==> src/rtl/multdiv_sequencer_pkg.sv <==
// Shared definitions for the multi-cycle MUL/DIV unit.
// Contents:
//   - operand width and iteration counter width
//   - rstatus register index and exception codes (shared with the ALU exception path)
//   - FSM state encoding
//   - conditional two's-complement negate used for the final sign fix-up
package multdiv_sequencer_pkg;

  localparam int WIDTH = 32;
  localparam int CNT_W = $clog2(WIDTH);

  localparam logic [4:0]       MD_STATUS_REG = 5'd30;
  localparam logic [WIDTH-1:0] MD_MUL_EXC    = 32'd4;
  localparam logic [WIDTH-1:0] MD_DIV_EXC    = 32'd5;

  typedef enum logic [1:0] {
    ST_IDLE = 2'd0,
    ST_MULT = 2'd1,
    ST_DIV  = 2'd2,
    ST_DONE = 2'd3
  } state_e;

  // Two's-complement negate of a double-width value when neg is set.
  function automatic logic [2*WIDTH-1:0] cond_negate(input logic [2*WIDTH-1:0] v,
                                                     input logic neg);
    logic [2*WIDTH-1:0] r;
    if (neg) begin
      r = (~v) + {{(2*WIDTH-1){1'b0}}, 1'b1};
    end else begin
      r = v;
    end
    return r;
  endfunction

endpackage

==> src/rtl/multdiv_sequencer_if.sv <==
// Execute/writeback <-> MUL/DIV sequencer connection.
// Signals:
//   start_mult/start_div  issue strobes from execute
//   operand_a/operand_b   signed rs/rt values
//   dest_reg              rd of the issuing instruction
//   flush                 branch/jump squash
//   wb_ready              writeback port free this cycle
//   stall                 freeze upstream pipeline
//   result_valid/result/result_reg/exception  writeback request
// Modports: master = pipeline side, slave = sequencer side.
interface multdiv_sequencer_if;
  import multdiv_sequencer_pkg::*;

  logic             start_mult;
  logic             start_div;
  logic [WIDTH-1:0] operand_a;
  logic [WIDTH-1:0] operand_b;
  logic [4:0]       dest_reg;
  logic             flush;
  logic             wb_ready;
  logic             stall;
  logic             result_valid;
  logic [WIDTH-1:0] result;
  logic [4:0]       result_reg;
  logic             exception;

  modport master (
    output start_mult, start_div, operand_a, operand_b, dest_reg, flush, wb_ready,
    input  stall, result_valid, result, result_reg, exception
  );

  modport slave (
    input  start_mult, start_div, operand_a, operand_b, dest_reg, flush, wb_ready,
    output stall, result_valid, result, result_reg, exception
  );

endinterface

==> src/rtl/multdiv_sequencer_datapath.sv <==
// Iterative radix-2 datapath for signed MUL/DIV on operand magnitudes.
// Ports:
//   clock, reset  system clock, synchronous active-high reset
//   load          capture operand magnitudes, result sign and mode
//   step          perform one shift-add (mult) or restoring-subtract (div) step
//   mode_div      operation select sampled on load (1 = divide)
//   a, b          signed operands
//   res           signed result as it will be after the current step
//   ovf           multiply result does not fit in WIDTH signed bits
// One 2*WIDTH+1 accumulator serves both ops: {hi, multiplier} for mult,
// {remainder, quotient} for div.
module multdiv_sequencer_datapath
  import multdiv_sequencer_pkg::*;
(
  input  logic             clock,
  input  logic             reset,
  input  logic             load,
  input  logic             step,
  input  logic             mode_div,
  input  logic [WIDTH-1:0] a,
  input  logic [WIDTH-1:0] b,
  output logic [WIDTH-1:0] res,
  output logic             ovf
);

  logic [2*WIDTH:0]   acc_q, acc_d;
  logic [WIDTH-1:0]   bmag_q, bmag_d;
  logic               neg_q, neg_d;
  logic               div_q, div_d;

  logic [WIDTH-1:0]   amag_s, bmag_s;
  logic [WIDTH:0]     sum_s, trial_s;
  logic [2*WIDTH:0]   sh_s;
  logic [2*WIDTH-1:0] prod_s;
  logic [WIDTH-1:0]   quo_s;

  // Magnitudes; MIN_INT maps to 2^(WIDTH-1), which is exact as unsigned.
  assign amag_s = a[WIDTH-1] ? (~a) + {{(WIDTH-1){1'b0}}, 1'b1} : a;
  assign bmag_s = b[WIDTH-1] ? (~b) + {{(WIDTH-1){1'b0}}, 1'b1} : b;

  // Operand load and per-cycle iteration step.
  always_comb begin
    acc_d   = acc_q;
    bmag_d  = bmag_q;
    neg_d   = neg_q;
    div_d   = div_q;
    sum_s   = acc_q[2*WIDTH:WIDTH];
    sh_s    = {acc_q[2*WIDTH-1:0], 1'b0};
    trial_s = sh_s[2*WIDTH:WIDTH] - {1'b0, bmag_q};
    if (load) begin
      acc_d  = {{(WIDTH+1){1'b0}}, amag_s};
      bmag_d = bmag_s;
      neg_d  = a[WIDTH-1] ^ b[WIDTH-1];
      div_d  = mode_div;
    end else if (step) begin
      if (div_q) begin
        // Restoring division: keep the subtraction only when it stays non-negative.
        if (!trial_s[WIDTH]) begin
          acc_d = {trial_s, sh_s[WIDTH-1:1], 1'b1};
        end else begin
          acc_d = sh_s;
        end
      end else begin
        if (acc_q[0]) begin
          sum_s = acc_q[2*WIDTH:WIDTH] + {1'b0, bmag_q};
        end else begin
          sum_s = acc_q[2*WIDTH:WIDTH];
        end
        acc_d = {1'b0, sum_s, acc_q[WIDTH-1:1]};
      end
    end else begin
      acc_d = acc_q;
    end
  end

  // Datapath state registers.
  always_ff @(posedge clock) begin
    if (reset) begin
      acc_q  <= '0;
      bmag_q <= '0;
      neg_q  <= 1'b0;
      div_q  <= 1'b0;
    end else begin
      acc_q  <= acc_d;
      bmag_q <= bmag_d;
      neg_q  <= neg_d;
      div_q  <= div_d;
    end
  end

  // Sign fix-up on the post-step value so the FSM can capture it on the final step.
  assign prod_s = cond_negate(acc_d[2*WIDTH-1:0], neg_q);
  assign quo_s  = neg_q ? (~acc_d[WIDTH-1:0]) + {{(WIDTH-1){1'b0}}, 1'b1} : acc_d[WIDTH-1:0];
  assign res    = div_q ? quo_s : prod_s[WIDTH-1:0];
  // Product fits only if the upper WIDTH+1 bits are a pure sign extension.
  assign ovf    = !div_q && !((&prod_s[2*WIDTH-1:WIDTH-1]) || !(|prod_s[2*WIDTH-1:WIDTH-1]));

endmodule

==> src/rtl/multdiv_sequencer.sv <==
// Multi-cycle MUL/DIV controller for the 5-stage pipeline.
// Ports:
//   clock, reset  system clock, synchronous active-high reset
//   bus           multdiv_sequencer_if.slave: issue, squash, stall and writeback handshake
// Accepts an op in IDLE, stalls the pipeline while the datapath iterates WIDTH
// steps, then holds the result until writeback accepts it. Multiply overflow
// and divide-by-zero are returned as an rstatus write instead of the result.
module multdiv_sequencer
  import multdiv_sequencer_pkg::*;
#(
  parameter logic [4:0]       STATUS_REG = MD_STATUS_REG,
  parameter logic [WIDTH-1:0] MUL_EXC    = MD_MUL_EXC,
  parameter logic [WIDTH-1:0] DIV_EXC    = MD_DIV_EXC
)
(
  input  logic                clock,
  input  logic                reset,
  multdiv_sequencer_if.slave  bus
);

  state_e           state_q, state_d;
  logic [CNT_W-1:0] cnt_q, cnt_d;
  logic [4:0]       dest_q, dest_d;
  logic             result_valid_q, result_valid_d;
  logic [WIDTH-1:0] result_q, result_d;
  logic [4:0]       result_reg_q, result_reg_d;
  logic             exception_q, exception_d;

  logic             load_s, step_s, mode_div_s;
  logic [WIDTH-1:0] dp_res_s;
  logic             dp_ovf_s;

  multdiv_sequencer_datapath u_datapath (
    .clock    (clock),
    .reset    (reset),
    .load     (load_s),
    .step     (step_s),
    .mode_div (mode_div_s),
    .a        (bus.operand_a),
    .b        (bus.operand_b),
    .res      (dp_res_s),
    .ovf      (dp_ovf_s)
  );

  // Next-state, datapath control and writeback register update.
  always_comb begin
    state_d        = state_q;
    cnt_d          = cnt_q;
    dest_d         = dest_q;
    result_valid_d = result_valid_q;
    result_d       = result_q;
    result_reg_d   = result_reg_q;
    exception_d    = exception_q;
    load_s         = 1'b0;
    step_s         = 1'b0;
    mode_div_s     = 1'b0;
    if (bus.flush) begin
      // Squash wins over everything, including a same-cycle issue.
      state_d        = ST_IDLE;
      cnt_d          = '0;
      result_valid_d = 1'b0;
    end else begin
      case (state_q)
        ST_IDLE: begin
          if (bus.start_mult) begin
            load_s     = 1'b1;
            mode_div_s = 1'b0;
            dest_d     = bus.dest_reg;
            cnt_d      = '0;
            state_d    = ST_MULT;
          end else if (bus.start_div) begin
            load_s     = 1'b1;
            mode_div_s = 1'b1;
            dest_d     = bus.dest_reg;
            cnt_d      = '0;
            if (bus.operand_b == {WIDTH{1'b0}}) begin
              state_d        = ST_DONE;
              result_valid_d = 1'b1;
              result_d       = DIV_EXC;
              result_reg_d   = STATUS_REG;
              exception_d    = 1'b1;
            end else begin
              state_d = ST_DIV;
            end
          end else begin
            state_d = ST_IDLE;
          end
        end
        ST_MULT, ST_DIV: begin
          step_s = 1'b1;
          cnt_d  = cnt_q + {{(CNT_W-1){1'b0}}, 1'b1};
          if (cnt_q == CNT_W'(WIDTH-1)) begin
            state_d        = ST_DONE;
            cnt_d          = '0;
            result_valid_d = 1'b1;
            result_d       = dp_ovf_s ? MUL_EXC : dp_res_s;
            result_reg_d   = dp_ovf_s ? STATUS_REG : dest_q;
            exception_d    = dp_ovf_s;
          end else begin
            state_d = state_q;
          end
        end
        ST_DONE: begin
          if (bus.wb_ready) begin
            state_d        = ST_IDLE;
            result_valid_d = 1'b0;
          end else begin
            state_d = ST_DONE;
          end
        end
        default: begin
          state_d        = ST_IDLE;
          cnt_d          = '0;
          result_valid_d = 1'b0;
        end
      endcase
    end
  end

  // FSM, counter and writeback output registers.
  always_ff @(posedge clock) begin
    if (reset) begin
      state_q        <= ST_IDLE;
      cnt_q          <= '0;
      dest_q         <= 5'd0;
      result_valid_q <= 1'b0;
      result_q       <= '0;
      result_reg_q   <= 5'd0;
      exception_q    <= 1'b0;
    end else begin
      state_q        <= state_d;
      cnt_q          <= cnt_d;
      dest_q         <= dest_d;
      result_valid_q <= result_valid_d;
      result_q       <= result_d;
      result_reg_q   <= result_reg_d;
      exception_q    <= exception_d;
    end
  end

  // Same-cycle freeze on issue so the issuing instruction stays in execute.
  assign bus.stall        = (state_q != ST_IDLE) | bus.start_mult | bus.start_div;
  assign bus.result_valid = result_valid_q;
  assign bus.result       = result_q;
  assign bus.result_reg   = result_reg_q;
  assign bus.exception    = exception_q;

endmodule
==> src/flat_wrapper.sv <==
// flat-port wrapper written by rule: the top's interface ports become plain ports
module multdiv_sequencer_flat import multdiv_sequencer_pkg::*;
#(
  parameter logic [4:0]       STATUS_REG = MD_STATUS_REG,
  parameter logic [WIDTH-1:0] MUL_EXC    = MD_MUL_EXC,
  parameter logic [WIDTH-1:0] DIV_EXC    = MD_DIV_EXC
)
  (clock, reset, bus_start_mult, bus_start_div, bus_operand_a, bus_operand_b, bus_dest_reg, bus_flush, bus_wb_ready, bus_stall, bus_result_valid, bus_result, bus_result_reg, bus_exception);
  multdiv_sequencer_if bus_i ();
  input  logic clock;
  input  logic reset;
  input wire logic [$bits(bus_i.start_mult)-1:0] bus_start_mult;
  input wire logic [$bits(bus_i.start_div)-1:0] bus_start_div;
  input wire logic [$bits(bus_i.operand_a)-1:0] bus_operand_a;
  input wire logic [$bits(bus_i.operand_b)-1:0] bus_operand_b;
  input wire logic [$bits(bus_i.dest_reg)-1:0] bus_dest_reg;
  input wire logic [$bits(bus_i.flush)-1:0] bus_flush;
  input wire logic [$bits(bus_i.wb_ready)-1:0] bus_wb_ready;
  output wire logic [$bits(bus_i.stall)-1:0] bus_stall;
  output wire logic [$bits(bus_i.result_valid)-1:0] bus_result_valid;
  output wire logic [$bits(bus_i.result)-1:0] bus_result;
  output wire logic [$bits(bus_i.result_reg)-1:0] bus_result_reg;
  output wire logic [$bits(bus_i.exception)-1:0] bus_exception;
  assign bus_i.start_mult = bus_start_mult;
  assign bus_i.start_div = bus_start_div;
  assign bus_i.operand_a = bus_operand_a;
  assign bus_i.operand_b = bus_operand_b;
  assign bus_i.dest_reg = bus_dest_reg;
  assign bus_i.flush = bus_flush;
  assign bus_i.wb_ready = bus_wb_ready;
  assign bus_stall = bus_i.stall;
  assign bus_result_valid = bus_i.result_valid;
  assign bus_result = bus_i.result;
  assign bus_result_reg = bus_i.result_reg;
  assign bus_exception = bus_i.exception;
  multdiv_sequencer #(.STATUS_REG(STATUS_REG), .MUL_EXC(MUL_EXC), .DIV_EXC(DIV_EXC)) u_core (.clock(clock), .reset(reset), .bus(bus_i));
endmodule
==> config.mk <==
export PLATFORM = sky130hd
export DESIGN_NAME = multdiv_sequencer_flat
export DESIGN_NICKNAME = d
export VERILOG_FILES = /design/src/rtl/multdiv_sequencer_pkg.sv /design/src/rtl/multdiv_sequencer_if.sv /design/src/rtl/multdiv_sequencer_datapath.sv /design/src/rtl/multdiv_sequencer.sv /design/src/flat_wrapper.sv
export SDC_FILE = /design/constraint.sdc
export NUM_CORES = 1
export LEC_CHECK = 0
export BUFFER_PORTS_ARGS = -buffer_cell sky130_fd_sc_hd__buf_2
export CORE_MARGIN = 10
export CORE_UTILIZATION = 38
export DETAILED_ROUTE_END_ITERATION = 10
export PLACE_DENSITY = 0.62
export SKIP_CTS_REPAIR_TIMING = 1
export SYNTH_ARGS = -nofsm -noshare
export SYNTH_HDL_FRONTEND = slang
export SYNTH_SLANG_ARGS = --single-unit
==> constraint.sdc <==
create_clock -name clock -period 11.8 [get_ports clock]
set_clock_uncertainty 0.2 [all_clocks]
set_input_delay 0 -clock clock [delete_from_list [all_inputs] [get_ports clock]]
set_output_delay 0 -clock clock [all_outputs]
set_load 0.005 [all_outputs]
Yosys cells after proc, flatten, opt, wreduce, memory -nomap -nowiden --
Index checks and enable logic that the tools add are counted.
Word-level totals: output and inout bits 40, bits in registers 150, logic and storage cells 107
Operators by class: $add $sub $neg 7, multiplexer cells 51, reductions and logical operators 19, equality and inequality tests 10, bitwise logic cells 8
Operators with widths (count):
- 32-bit two-way mux | 9
- 64-bit two-way mux | 3
- 65-bit two-way mux | 2
- 32-bit by 1-bit adder with 32-bit output, second input constant | 3
- 32-bit inverter | 3
- 64-bit by 1-bit adder with 64-bit output, second input constant | 1
- 64-bit inverter | 1
- 32-bit case mux with 2 select lines | 1
- 5-bit two-way mux | 10
- 33-bit by 32-bit adder with 33-bit output | 1
- 33-bit two-way mux | 1
- 33-bit AND reduction | 1
- 33-bit OR reduction | 1
- 33-bit by 32-bit subtractor with 33-bit output | 1
- 32-bit logical NOT | 1
- 5-bit case mux with 2 select lines | 2
- 1-bit two-way mux | 16
- 2-bit two-way mux | 4
- 2-bit inequality test, second input constant | 3
- 2-bit case mux with 3 select lines | 1
- 6-bit AND reduction | 1
- 2-bit nonzero test | 3
- 2-bit OR reduction | 3
- 5-bit by 1-bit adder with 5-bit output, second input constant | 1
- 17 further kinds | 22

Logic depth before layout (Yosys ltp) --
Gate-level depths: netlist of the first run.
word-level depth 17, depth in mapped cells 33, gate-level depth less buffers 29

Hierarchy --
From an unflattened synthesis of the first run, not the netlist that was laid out.
Unflattened totals: cells, all modules 1896, area total of the unflattened synthesis 14219.9 um^2
By module, submodules not included:
- multdiv_sequencer_datapath | area an instance 12166.7 um^2, cells an instance 1709, seq. area each 1981.9 um^2, instances 1
- multdiv_sequencer | area an instance 2053.2 um^2, cells an instance 187, seq. area each 1021.0 um^2, instances 1

Worst setup path before layout of the first run --
OpenSTA, ideal clock, no wires.
path kind reg2reg, start register u_core.u_datapath.acc_q[31], end register u_core.result_q[2] (netlist: u_core.bus.result[2]), slack 5.297 ns, arrival time 6.166 ns, stages on the path, launching flop included 33, buffers on the path 3, cell sequence dfxtp_1 inv_1 ha_1 fa_1 nor2b_1 o31a_1 o21ai_1 a211o_1 nand3_1 a21o_1 a21o_1 ha_1 nand2_1 clkbuf_1 o211a_1 a211oi_1 a21oi_1 ha_1 and4_1 a31oi_1 nor3_1 nand2_1 nor3_1 nand4_1 nor3_1 mux2_2 nor4_1 nand4_1 o41a_1 nand2_1 buf_6 buf_6 a31oi_1
Between the ends: cells in the longest elaborated chain, start to end 16, elaborated cells between the ends (all ways) 21, those cells by class add/sub (3); mux (10); bitwise (2); reduce/logical (6)
Ends and longest elaborated chain:
- from (decl) | RTL line multdiv_sequencer_datapath.sv:26 | logic [2*WIDTH:0] acc_q, acc_d;
- from (signal assigned) | RTL line multdiv_sequencer_datapath.sv:79 | acc_q <= '0;
- from (signal assigned) | RTL line multdiv_sequencer_datapath.sv:84 | acc_q <= acc_d;
- 33-bit by 32-bit subtractor with 33-bit output | RTL line multdiv_sequencer_datapath.sv:49 | trial_s = sh_s[2*WIDTH:WIDTH] - {1'b0, bmag_q};
- 65-bit two-way mux | RTL line multdiv_sequencer_datapath.sv:58 | if (!trial_s[WIDTH]) begin
- 65-bit two-way mux | RTL line multdiv_sequencer_datapath.sv:56 | if (div_q) begin
- 64-bit two-way mux * | RTL line multdiv_sequencer_datapath.sv:55 | end else if (step) begin
- 64-bit two-way mux * | RTL line multdiv_sequencer_datapath.sv:50 | if (load) begin
- 64-bit inverter | RTL line multdiv_sequencer_pkg.sv:28 | r = (~v) + {{(2*WIDTH-1){1'b0}}, 1'b1};
- 64-bit by 1-bit adder with 64-bit output | RTL line multdiv_sequencer_pkg.sv:28
- 64-bit two-way mux | RTL line multdiv_sequencer_pkg.sv:27 | if (neg) begin
- 33-bit OR reduction | RTL line multdiv_sequencer_datapath.sv:96 | assign ovf = !div_q && !((&prod_s[2*WIDTH-1:WIDTH-1]) || !(|prod_s[2*WIDTH-1:WIDTH-1]));
- 1-bit logical NOT | RTL line multdiv_sequencer_datapath.sv:96
- 1-bit logical OR | RTL line multdiv_sequencer_datapath.sv:96
- 1-bit logical NOT | RTL line multdiv_sequencer_datapath.sv:96
- 1-bit logical AND | RTL line multdiv_sequencer_datapath.sv:96
- 32-bit two-way mux * | RTL line multdiv_sequencer.sv:96 | result_d = dp_ovf_s ? MUL_EXC : dp_res_s;
- 32-bit two-way mux * | RTL line multdiv_sequencer.sv:92 | if (cnt_q == CNT_W'(WIDTH-1)) begin
- 32-bit case mux with 2 select lines * | RTL line multdiv_sequencer.sv:63 | case (state_q)
- to (signal assigned) | RTL line multdiv_sequencer.sv:135 | result_q <= result_d;
- to (decl) | RTL line multdiv_sequencer.sv:25 | logic [WIDTH-1:0] result_q, result_d;
Mark *: on every way between the ends. The rest lies on a longest branch, timed or not. The select of a mux whose other input is x is not followed. A chain may end at the register's enable or synchronous reset.

Final worst setup path of the first run --
start register u_core.u_datapath.acc_q[31], end register u_core.result_reg_q[1] (netlist: u_core.bus.result_reg[1])
Between the ends: cells in the longest elaborated chain, start to end 16, elaborated cells between the ends (all ways) 17, those cells by class add/sub (2); mux (8); bitwise (1); reduce/logical (6)
Ends and longest elaborated chain:
- 33-bit by 32-bit subtractor with 33-bit output | RTL line multdiv_sequencer_datapath.sv:49
- 65-bit two-way mux | RTL line multdiv_sequencer_datapath.sv:58
- 65-bit two-way mux | RTL line multdiv_sequencer_datapath.sv:56
- 64-bit two-way mux * | RTL line multdiv_sequencer_datapath.sv:55
- 64-bit two-way mux * | RTL line multdiv_sequencer_datapath.sv:50
- 64-bit inverter | RTL line multdiv_sequencer_pkg.sv:28
- 64-bit by 1-bit adder with 64-bit output | RTL line multdiv_sequencer_pkg.sv:28
- 64-bit two-way mux * | RTL line multdiv_sequencer_pkg.sv:27
- 33-bit OR reduction | RTL line multdiv_sequencer_datapath.sv:96
- 1-bit logical NOT | RTL line multdiv_sequencer_datapath.sv:96
- 1-bit logical OR * | RTL line multdiv_sequencer_datapath.sv:96
- 1-bit logical NOT * | RTL line multdiv_sequencer_datapath.sv:96
- 1-bit logical AND * | RTL line multdiv_sequencer_datapath.sv:96
- 5-bit two-way mux * | RTL line multdiv_sequencer.sv:97 | result_reg_d = dp_ovf_s ? STATUS_REG : dest_q;
- 5-bit two-way mux * | RTL line multdiv_sequencer.sv:92
- 5-bit case mux with 2 select lines * | RTL line multdiv_sequencer.sv:63
- to (signal assigned) | RTL line multdiv_sequencer.sv:136 | result_reg_q <= result_reg_d;
- to (decl) | RTL line multdiv_sequencer.sv:26 | logic [4:0] result_reg_q, result_reg_d;
Marks and branches as above.

==> results of run 1 <==
tightest hold or removal path: stages:
cell	delay (ns)
buf_2	0.26
nor2_1	0.16
a21oi_1	0.04
nor2_1	0.07
layer usage:
metal | share of wire | vias to the layer above
li1 | - | 8363
met1 | 0.45 | 8540
met2 | 0.45 | 752
met3 | 0.068 | 102
met4 | 0.033 | 0
met5 | 0 | -
Yosys cell counts (8+ instances only):
cell type	count
nor2_1	231
nand2_1	193
dfxtp_1	150
a21oi_1	139
o21ai_0	126
clkbuf_1	86
inv_1	79
a211oi_1	73
ha_1	72
xor2_1	67
nor3_1	66
mux2i_1	56
nand4_1	48
nand3_1	45
xnor2_1	42
a32o_1	32
o31ai_1	31
or3_1	30
o211ai_1	29
and2_1	28
and3_1	28
nor4_1	27
a21o_1	25
nand2b_1	25
buf_2	23
nor2b_1	23
o21a_1	23
a31oi_1	20
buf_1	18
o21ai_1	18
o22ai_1	17
a2111oi_0	12
o221ai_1	12
or4_1	11
and4_1	10
o21bai_1	10
or2_2	10
a211o_1	9
mux2_2	9
nand3b_1	9
nand4b_1	8
nor4b_1	8
o41ai_1	8
how the worst max path moves through the flow:
stage	depth (start not counted)	slack (ns)	startpoint	end
finish	31	2.95	u_core.u_datapath.acc_q[31]$_SDFF_PP0_	u_core.bus.result_reg[1]$_SDFFE_PP0P_
global route	30	2.40	u_core.u_datapath.bmag_q[5]$_SDFFE_PP0P_	u_core.bus.result_reg[2]$_SDFFE_PP0P_
CTS	31	3.22	u_core.u_datapath.acc_q[31]$_SDFF_PP0_	u_core.bus.result[10]$_SDFFE_PP0P_
detailed placement	31	3.28	u_core.u_datapath.acc_q[31]$_SDFF_PP0_	u_core.bus.result_reg[1]$_SDFFE_PP0P_
global placement	31	3.30	u_core.u_datapath.acc_q[31]$_SDFF_PP0_	u_core.bus.result[11]$_SDFFE_PP0P_
floorplan	32	5.30	u_core.u_datapath.acc_q[31]$_SDFF_PP0_	u_core.bus.result[2]$_SDFFE_PP0P_
power by group:
part | switching (mW) | internal (mW) | total (mW)
sequential | 0.0339 | 0.536 | 0.570
combinational | 0.504 | 0.260 | 0.764
clock | 0.257 | 0.346 | 0.603
layout make-up:
cell class	count	area, µm²
Multi-Input combinational cell	1801	12100
Fill cell	4224	23100
Clock buffer	22	464
Timing Repair Buffer	205	1420
Inverter	80	300
Clock inverter	10	145
Antenna cell	1	2.50
Tap cell	532	666
Sequential cell	150	3010
per-stage QoR:
step | hold slack [ns] | setup slack, ns | util
floorplan | -0.0923 | 5.30 | -
global placement | 0.0401 | 3.30 | 0.407
finish | -0.0897 | 2.95 | 0.438
global route | 0.00256 | 2.40 | 0.438
detailed placement | 0.0468 | 3.28 | 0.407
CTS | -0.448 | 3.22 | 0.422
cell families (layout without fill, tap and decap cells):
family / Yosys count / count (layout) / share of synthesized area
buffers and inverters: 218 / 317 / 0.0571
DFF: 150 / 150 / 0.188
AOI/OAI and AO/OA: 706 / 706 / 0.316
and+or+nand+nor: 847 / 847 / 0.278
other: 0 / 1 / 0
adders and majority gates: 74 / 74 / 0.0590
muxes: 65 / 65 / 0.0415
xor gates and xnor gates: 109 / 109 / 0.0599
placed cells by master, fill, tap and decap left out, types with 67 or more instances in the layout:
cell	count
nor2_1	229
a211oi_1	73
o21ai_0	126
buf_2	113
dfxtp_1	148
xor2_1	67
ha_1	72
nand2_1	192
a21oi_1	139
inv_1	79
==> metrics.yaml, run 1 <==
outcome:
  status: "finished with violations"
  violations: "negative hold slack"
logic_synthesis:
  ys_async_sr_fraction: 0
  ys_ff_latch: 150
  synth_area_per_cell_um2: 7.35
  synth_top_area_share: 0.188
  synth_edf_count: 0
  ys_seq_area_frac: 0.188
  yosysWarnings: 0
  synth_area_leaders: "dfxtp_1 (19%), ha_1 (5.6%), nor2_1 (5.4%), nand2_1 (4.5%), a21oi_1 (4.4%)"
  syn_inst: 2169
  synth_cell_types: 111
  synthesis.nets: 2318
  ys.flop_type: "dfxtp_1"
  synth_area_um2: 15900
  synth_area_leader_cell: "dfxtp_1"
hold_path:
  whs_path_depth: 4
  hp-start: "bus_flush"
  hold_path_end: "u_core.u_datapath.div_q$_SDFFE_PP0P_"
  min_path_type: "input port to flop"
timing:
  relSlewSlack: 0.218
  worstMarginPinSlew_ns: 1.17
  final.setup.tns_ns: 0
  hold_violations: 8
  timing.hold.ws_ns: -0.0897
  fmax_mhz: 113
  setup_viol: 0
  finalCritPeriodShare: 0.750
  fin_crit_ns: 8.85
  drv_slew: 0
  rsz0062_at_grt: "no"
floorplan:
  die-area_um2: 50600
  die-width_um: 225
  core_area_um2: 41200
  rows: 74
  start_util: 0.387
  die_y_um: 225
  io_pins: 115
critical_path:
  cp.required_ns: 11.92
  r2r_slack_ns: 2.95
  r2r-start: "u_core.u_datapath.acc_q[31]$_SDFF_PP0_"
  worstPathMaxFanout: 38
  cpMaxStageDelayCell: "nand2_1"
  rr_endpoint: "u_core.bus.result_reg[1]$_SDFFE_PP0P_"
  start_kind: "flop"
  crit_arrival_ns: 8.97
  critical-path-top-delay-family: "simple AND/OR/NAND/NOR gates"
  critPathBufInv: 3
  cp_slowest_stage_delay_ns: 0.59
  worstSetupPathType: "flop to flop"
  endpoint_kind: "flop"
  ff2ff_path_depth: 31
cts:
  path_clk_slew_ns: 0.07
  clkLatencyLatePin_ns: 0.47
  tritoncts: "built"
  cts_root_buf: "clkbuf_16"
  cts-htree-levels: 4
  clockBufferDepth: 2
  cts_buffers: 17
  cts_sinks: 150
final_layout:
  largest_reg_flops: 65
  layout.nets: 2404
  final_cells: 2801
  drive_above_1_share: 0.113
  design_area_um2: 18100
  areaGrowthSynthToFinish_pct: 13.2
grt:
  grt.busiest_layer: "met2"
  use_met1: 0.335
  globalRouteTotalUtil: 0.243
  antenna_found_initial: 3
  grt_overflow_total: 0
  grt_pass1_vias: 16425
  use_met3: 0.0250
  grt_max_degree: 72
  grt_pass1_wl_um: 97500
  grtUsageMet2: 0.383
detailed_routing:
  via_per_inst: 6.34
  wl_per_cell_um: 22.9
  vias: 17757
  first_pass_iters: 6
  drt-total-wl_um: 64200
  drt_iter0_markers: 2083
  drc: 0
  ant_nets: 0
placement:
  dp_hpwl_um: 48400
  gp_congestion: 0.987
  port_buffers: 114
  placed_area_um2: 16800
  dp_cells: 2702
flow_run:
  cap_violations: 0
power_and_ir_drop:
  leakagePower_nw: 6.83
  max-vdd-ir-drop_mv: 0.122
  power_density_nw_per_um2: 107
  p_total_mw: 1.94
(Power assumes the default switching activity.)
==> inputs of run 2 (changes only) <==
PLACE_DENSITY = 0.64   (was 0.62)
clock period = 7.5 ns   (was 11.8 ns; I/O delays follow)
==> run 2 against run 1 <==
  * The flow still finishes with violations (negative hold slack)
  * Total power up 59%
  * Register-to-register slack worse by 2.7 ns
  * Fmax up 21%
  * Clock power up 55%
  * Cell area up 2.2%
  * Worst setup slack worse by 2.7 ns
  * Hold slack better by 0.046 ns
  * Flip-flop and latch count unchanged
  * Clock-buffer cell count down 4
  * Combinational power up 64%
  * Utilization up 0.95 points
  * Via count up 2.6%
  * Largest cell class unchanged
  * Largest power group unchanged
==> metrics.yaml, run 2 (same netlist as run 1, synthesis figures left out) <==
floorplan:
  die-width_um: 225  # unchanged
  die_y_um: 225  # unchanged
  die-area_um2: 50600  # unchanged
  core_area_um2: 41200  # unchanged
  rows: 74  # unchanged
  start_util: 0.387  # unchanged
  io_pins: 115  # unchanged
detailed_routing:
  drc: 0  # unchanged
  drt-total-wl_um: 66300  # +3.3%
  wl_met2_um: 29900  # +3.9%
  met3_wirelength_um: 4550  # +4.7%
  drt_iter0_markers: 1992  # -4.4%
  m1WireLength_um: 29200  # +0.56%
  wl_per_cell_um: 23.3  # +1.8%
  ant_nets: 0  # unchanged
  via_per_inst: 6.41  # +1.1%
  first_pass_iters: 7  # +1
  vias: 18223  # +2.6%
  top_layer_used: "met4"
placement:
  placed_area_um2: 17100  # +2.0%
  dp_cells: 2743  # +1.5%
  gp_congestion: 0.987  # about the same
  dp_hpwl_um: 50700  # +4.8%
  port_buffers: 114  # unchanged
timing:
  fin_crit_ns: 7.29  # -1.57 ns
  drv_slew: 0  # unchanged
  setup_viol: 0  # unchanged
  relSlewSlack: 0.165  # -0.0524
  finalCritPeriodShare: 0.972  # +0.221
  worstMarginPinSlew_ns: 1.24  # +0.0715 ns
  fmax_mhz: 137  # +21%
  timing.hold.ws_ns: -0.0436  # +0.0460 ns
  hold_violations: 10  # +2
cts:
  path_clk_slew_ns: 0.07  # about the same
  clockBufferDepth: 2  # unchanged
  cts_root_buf: "clkbuf_16"
  tritoncts: "built"
  clkLatencyLatePin_ns: 0.46  # about the same
  cts_buffers: 17  # unchanged
  cts_sinks: 150  # unchanged
  cts-htree-levels: 4  # unchanged
grt:
  globalRouteTotalUtil: 0.250  # +0.00661
  grt_pass1_vias: 16699  # +1.7%
  grt_overflow_total: 0  # unchanged
  grt_max_degree: 77  # +6.9%
  antenna_found_initial: 0  # -3
  grt_pass1_wl_um: 99700  # +2.3%
hold_path:
  whs_path_depth: 4  # unchanged
  min_path_type: "input port to flop"
critical_path:
  endpoint_kind: "flop"
  rr_endpoint: "u_core.bus.result_reg[0]$_SDFFE_PP0P_"
  critical-path-top-delay-family: "simple AND/OR/NAND/NOR gates"
  cp.required_ns: 7.70  # -4.22 ns
  crit_top_cell: "nand2_1"
  critPathLaunch: "u_core.u_datapath.acc_q[57]$_SDFF_PP0_"
  cp.depth: 29  # -6.5%
  crit_arrival_ns: 7.49  # -1.48 ns
  r2r_slack_ns: 0.21  # -2.73 ns
  cp_slowest_stage_delay_ns: 0.65  # +0.06 ns
  worstSetupPathType: "flop to flop"
  start_kind: "flop"
  worstPathMaxFanout: 38  # unchanged
  r2r-start: "u_core.u_datapath.acc_q[57]$_SDFF_PP0_"
  critPathCapture: "u_core.bus.result_reg[0]$_SDFFE_PP0P_"
  cpMaxStageDelayCell: "a2111oi_0"
  critPathBufInv: 2  # -1
  ff2ff_path_depth: 29  # -6.5%
final_layout:
  mostFrequentLayoutCells: "nor2_1 (229), nand2_1 (192), dfxtp_1 (148)"
  fill_cells: 4148  # -1.8%
  final_cells: 2843  # +1.5%
  areaGrowthSynthToFinish_pct: 15.7
  final_common_cell: "nor2_1"
  largest_reg_flops: 65  # unchanged
  drive_above_1_share: 0.133  # +0.0205
  design_area_um2: 18500  # +2.2%
  layout.nets: 2447  # +1.8%
outcome:
  status: "finished with violations"
  violations: "negative hold slack"
power_and_ir_drop:
  max-vdd-ir-drop_mv: 0.168  # +39%
  power_density_nw_per_um2: 167  # +56%
  leakagePower_nw: 7.05  # +3.3%
flow_run:
  cap_violations: 0  # unchanged
-- run 2: final cells by class --
class,instances,area [µm²],area share
Timing Repair Buffer,248,1770,0.0960
Clock inverter,13,170,0.00922
Clock buffer,18,439,0.0238
Antenna cell,1,2.50,0.000136
Multi-Input combinational cell,1801,12100,0.656
Sequential cell,150,3010,0.163
Tap cell,532,666,0.0361
Inverter,80,300,0.0163
-- run 2: power by group --
group	switching [mW]	internal [mW]	total (mW)
combinational	0.810	0.439	1.25
sequential	0.0565	0.844	0.900
clock	0.400	0.536	0.935
-- run 2: through the flow --
stage          worst slack, ns   util  total power [mW]  TNS, ns
5_1_grt                -0.0308  0.448              3.23   -0.442
2_1_floorplan            0.997      -              1.71        0
6_report                 0.212  0.448              3.09        0
3_3_place_gp             0.279  0.416              2.08        0
3_5_place_dp             0.245  0.416              2.09        0
4_1_cts                  0.194  0.430              3.03        0
-- run 2: per-layer routing --
layer | up-vias | global-route usage
met5 | - | 0
met4 | 0 | 0.110
met3 | 137 | 0.0381
met2 | 810 | 0.393
met1 | 8818 | 0.332
li1 | 8458 | -
-- run 2: worst register-to-register path: cells and delay by family (launching register included) --
| kind | cells | cell delay (ns) |
|---|---|---|
| and+or+nand+nor | 15 | 2.81 |
| buffers and inverters | 2 | 0.37 |
| DFF | 1 | 0.58 |
| adders and majority gates | 3 | 1.13 |
| AOI/OAI and AO/OA | 9 | 2.15 |
-- run 2: worst min path at each step --
stage                                             end  slack (ns)              start
2_1_floorplan                               bus_stall       -0.09     bus_start_mult
3_3_place_gp            u_core.dest_q[0]$_SDFFE_PP0P_        0.04    bus_dest_reg[0]
3_5_place_dp            u_core.dest_q[1]$_SDFFE_PP0P_        0.05    bus_dest_reg[1]
4_1_cts                 u_core.dest_q[1]$_SDFFE_PP0P_       -0.44    bus_dest_reg[1]
5_1_grt        u_core.u_datapath.acc_q[28]$_SDFF_PP0_      -0.002  bus_operand_a[28]
6_report        u_core.u_datapath.acc_q[9]$_SDFF_PP0_       -0.04   bus_operand_a[9]
==> inputs of run 3 (changes only) <==
--- a/config.mk
+++ b/config.mk
@@ -7,3 +7,2 @@
 export LEC_CHECK = 0
-export BUFFER_PORTS_ARGS = -buffer_cell sky130_fd_sc_hd__buf_2
 export CORE_MARGIN = 10
@@ -11,3 +10,4 @@
 export DETAILED_ROUTE_END_ITERATION = 10
-export PLACE_DENSITY = 0.64
+export DONT_BUFFER_PORTS = 1
+export PLACE_DENSITY = 0.61
 export SKIP_CTS_REPAIR_TIMING = 1
--- a/constraint.sdc
+++ b/constraint.sdc
@@ -4,2 +4,2 @@
 set_output_delay 0 -clock clock [all_outputs]
-set_load 0.005 [all_outputs]
+set_load 0.01 [all_outputs]
==> run 3 against run 2 <==
  * Critical endpoint is now u_core.bus.result[12]$_SDFFE_PP0P_
  * Utilization increased by 0.24 points
  * Worst setup slack improved by 0.18 ns
  * Die area unchanged
  * Clock power increased by 5.0%
  * Total power increased by 1.3%
  * Hold slack got worse by 0.012 ns
  * The flow still finishes with violations (negative hold slack)
  * Largest cell class unchanged
==> metrics.yaml, run 3 (same netlist as run 1, synthesis figures left out) <==
critical_path:
  worstSetupPathType: "flop to flop"
  worstPathMaxFanout: 38  # unchanged
  crit_arrival_ns: 7.32  # -0.17 ns
  cp.required_ns: 7.71  # about the same
  cp_slowest_stage_delay_ns: 0.59  # -0.06 ns
  crit_top_cell: "nand2_1"
  endpoint_kind: "flop"
  cpMaxStageDelayCell: "a21oi_1"
  start_kind: "flop"
timing:
  timing.hold.ws_ns: -0.0554  # -0.0117 ns
  setup_viol: 0  # unchanged
  worstMarginPinSlew_ns: 1.25  # +0.00292 ns
  finalCritPeriodShare: 0.948  # -0.0239
  fmax_mhz: 141  # +2.5%
  drv_slew: 0  # unchanged
  hold_violations: 12  # +2
  fin_crit_ns: 7.11  # -0.179 ns
  relSlewSlack: 0.163  # -0.00196
floorplan:
  core_area_um2: 41200  # unchanged
  rows: 74  # unchanged
  start_util: 0.387  # unchanged
  die-area_um2: 50600  # unchanged
  io_pins: 115  # unchanged
  die-width_um: 225  # unchanged
  die_y_um: 225  # unchanged
power_and_ir_drop:
  p_comb_frac: 0.398  # -0.007
  switching_share: 0.400  # -0.0102
  p_clk_frac: 0.314  # +0.011
  p_int_mw: 1.87  # +3.0%
  leakagePower_nw: 6.84  # -3.0%
  power.net_switching_mw: 1.25  # -1.3%
  max-vdd-ir-drop_mv: 0.191  # +14%
  power_density_nw_per_um2: 168  # +0.71%
  pwr-share-seq: 0.288  # -0.004
grt:
  globalRouteTotalUtil: 0.244  # -0.00624
  antenna_found_initial: 1  # +1
  grt_overflow_total: 0  # unchanged
  grt_pass1_vias: 16269  # -2.6%
  grt_max_degree: 95  # +23%
  grt_pass1_wl_um: 97400  # -2.4%
placement:
  dp_hpwl_um: 48600  # -4.2%
  port_buffers: 0  # -100%
  gp_congestion: 1.02  # +3.7%
  placed_area_um2: 16600  # -3.1%
  dp_cells: 2635  # -3.9%
final_layout:
  drive_above_1_share: 0.0893  # -0.0440
  layout.nets: 2397  # -2.0%
  largest_reg_flops: 65  # unchanged
  mostFrequentLayoutCells: "nor2_1 (229), nand2_1 (192), dfxtp_1 (148)"
  areaGrowthSynthToFinish_pct: 16.3
  final_common_cell: "nor2_1"
  fin_util: 0.450  # +0.00243
  n_antenna_cell: 0  # -1
  design_area_um2: 18600  # +0.54%
  final_cells: 2793  # -1.8%
  fill_cells: 4092  # -1.4%
detailed_routing:
  ant_nets: 0  # unchanged
  via_per_inst: 6.45  # +0.65%
  drc: 0  # unchanged
  drt-total-wl_um: 65900  # -0.64%
  drt_iter0_markers: 2121  # +6.5%
  wl_per_cell_um: 23.6  # +1.1%
  vias: 18019  # -1.1%
  first_pass_iters: 6  # -1
cts:
  clockBufferDepth: 2  # unchanged
  cts_root_buf: "clkbuf_16"
  cts_buffers: 17  # unchanged
  path_clk_slew_ns: 0.07  # about the same
  cts_sinks: 150  # unchanged
  tritoncts: "built"
  cts-htree-levels: 4  # unchanged
  clkLatencyLatePin_ns: 0.48  # +0.02 ns
outcome:
  violations: "negative hold slack"
  status: "finished with violations"
hold_path:
  min_path_type: "input port to flop"
flow_run:
  cap_violations: 0  # unchanged
==> run 3: changes by cell type in the layout (fill, tap and decap cells not counted), sizes merged <==
cell,change
diode,-1
bufinv,+1
clkbuf,+3
inv,-2
clkinv,-1
dlygate4sd3,+58
buf,-108
==> run 3: path summary, 6_finish.rpt <==
check	startpoint	end	slack (ns)	depth (start not counted)
hold / removal	bus_operand_a[4]	u_core.u_datapath.acc_q[9]$_SDFF_PP0_	-0.06	5
setup reg to reg	u_core.u_datapath.acc_q[31]$_SDFF_PP0_	u_core.bus.result[12]$_SDFFE_PP0P_	0.39	27
setup / recovery	u_core.u_datapath.acc_q[31]$_SDFF_PP0_	u_core.bus.result[12]$_SDFFE_PP0P_	0.39	27
hold reg to reg	u_core.dest_q[2]$_SDFFE_PP0P_	u_core.bus.result_reg[2]$_SDFFE_PP0P_	0.26	2
==> run 3: critical path, delay by kind of cell, from the launching register on <==
family / cells / cell delay [ns]
AO/OA/AOI/OAI: 11 / 2.77
buffers and inverters: 3 / 0.50
AND/OR/NAND/NOR: 10 / 2.16
adder cells (fa/ha/maj): 3 / 0.96
flip-flops: 1 / 0.39
==> run 3: power by group through the flow <==
stage	clock network [mW]	logic (mW)	registers (mW)
final	0.982	1.24	0.899
after global routing	1.02	1.34	0.903
after detailed placement	0	1.11	0.915
after CTS	0.981	1.11	0.897
after global placement	0	1.10	0.914
after floorplan	0	0.819	0.894
==> run 3: per-stage QoR <==
stage / power (mW) / TNS [ns] / setup slack [ns]
floorplan: 1.71 / 0 / 0.997
global placement: 2.02 / 0 / 0.225
detailed placement: 2.02 / 0 / 0.0884
CTS: 2.99 / 0 / 0.0402
global route: 3.26 / -0.670 / -0.0388
finish: 3.12 / 0 / 0.391
==> run 3: final cells by class <==
| class | count | area [µm²] | share of cell area |
|---|---|---|---|
| clock buffer | 21 | 460 | 0.0248 |
| inverter | 80 | 300 | 0.0162 |
| multi-input combinational | 1801 | 12100 | 0.653 |
| tap | 532 | 666 | 0.0359 |
| sequential | 150 | 3010 | 0.162 |
| clock inverter | 11 | 171 | 0.00924 |
| timing repair buffer | 198 | 1830 | 0.0987 |
==> run 3: per-layer routing <==
layer	up-vias	part of all wire	GRT usage
met5	-	0	0
li1	8349	-	-
met2	855	0.46	0.390
met4	0	0.034	0.0980
met3	150	0.069	0.0337
met1	8665	0.44	0.324
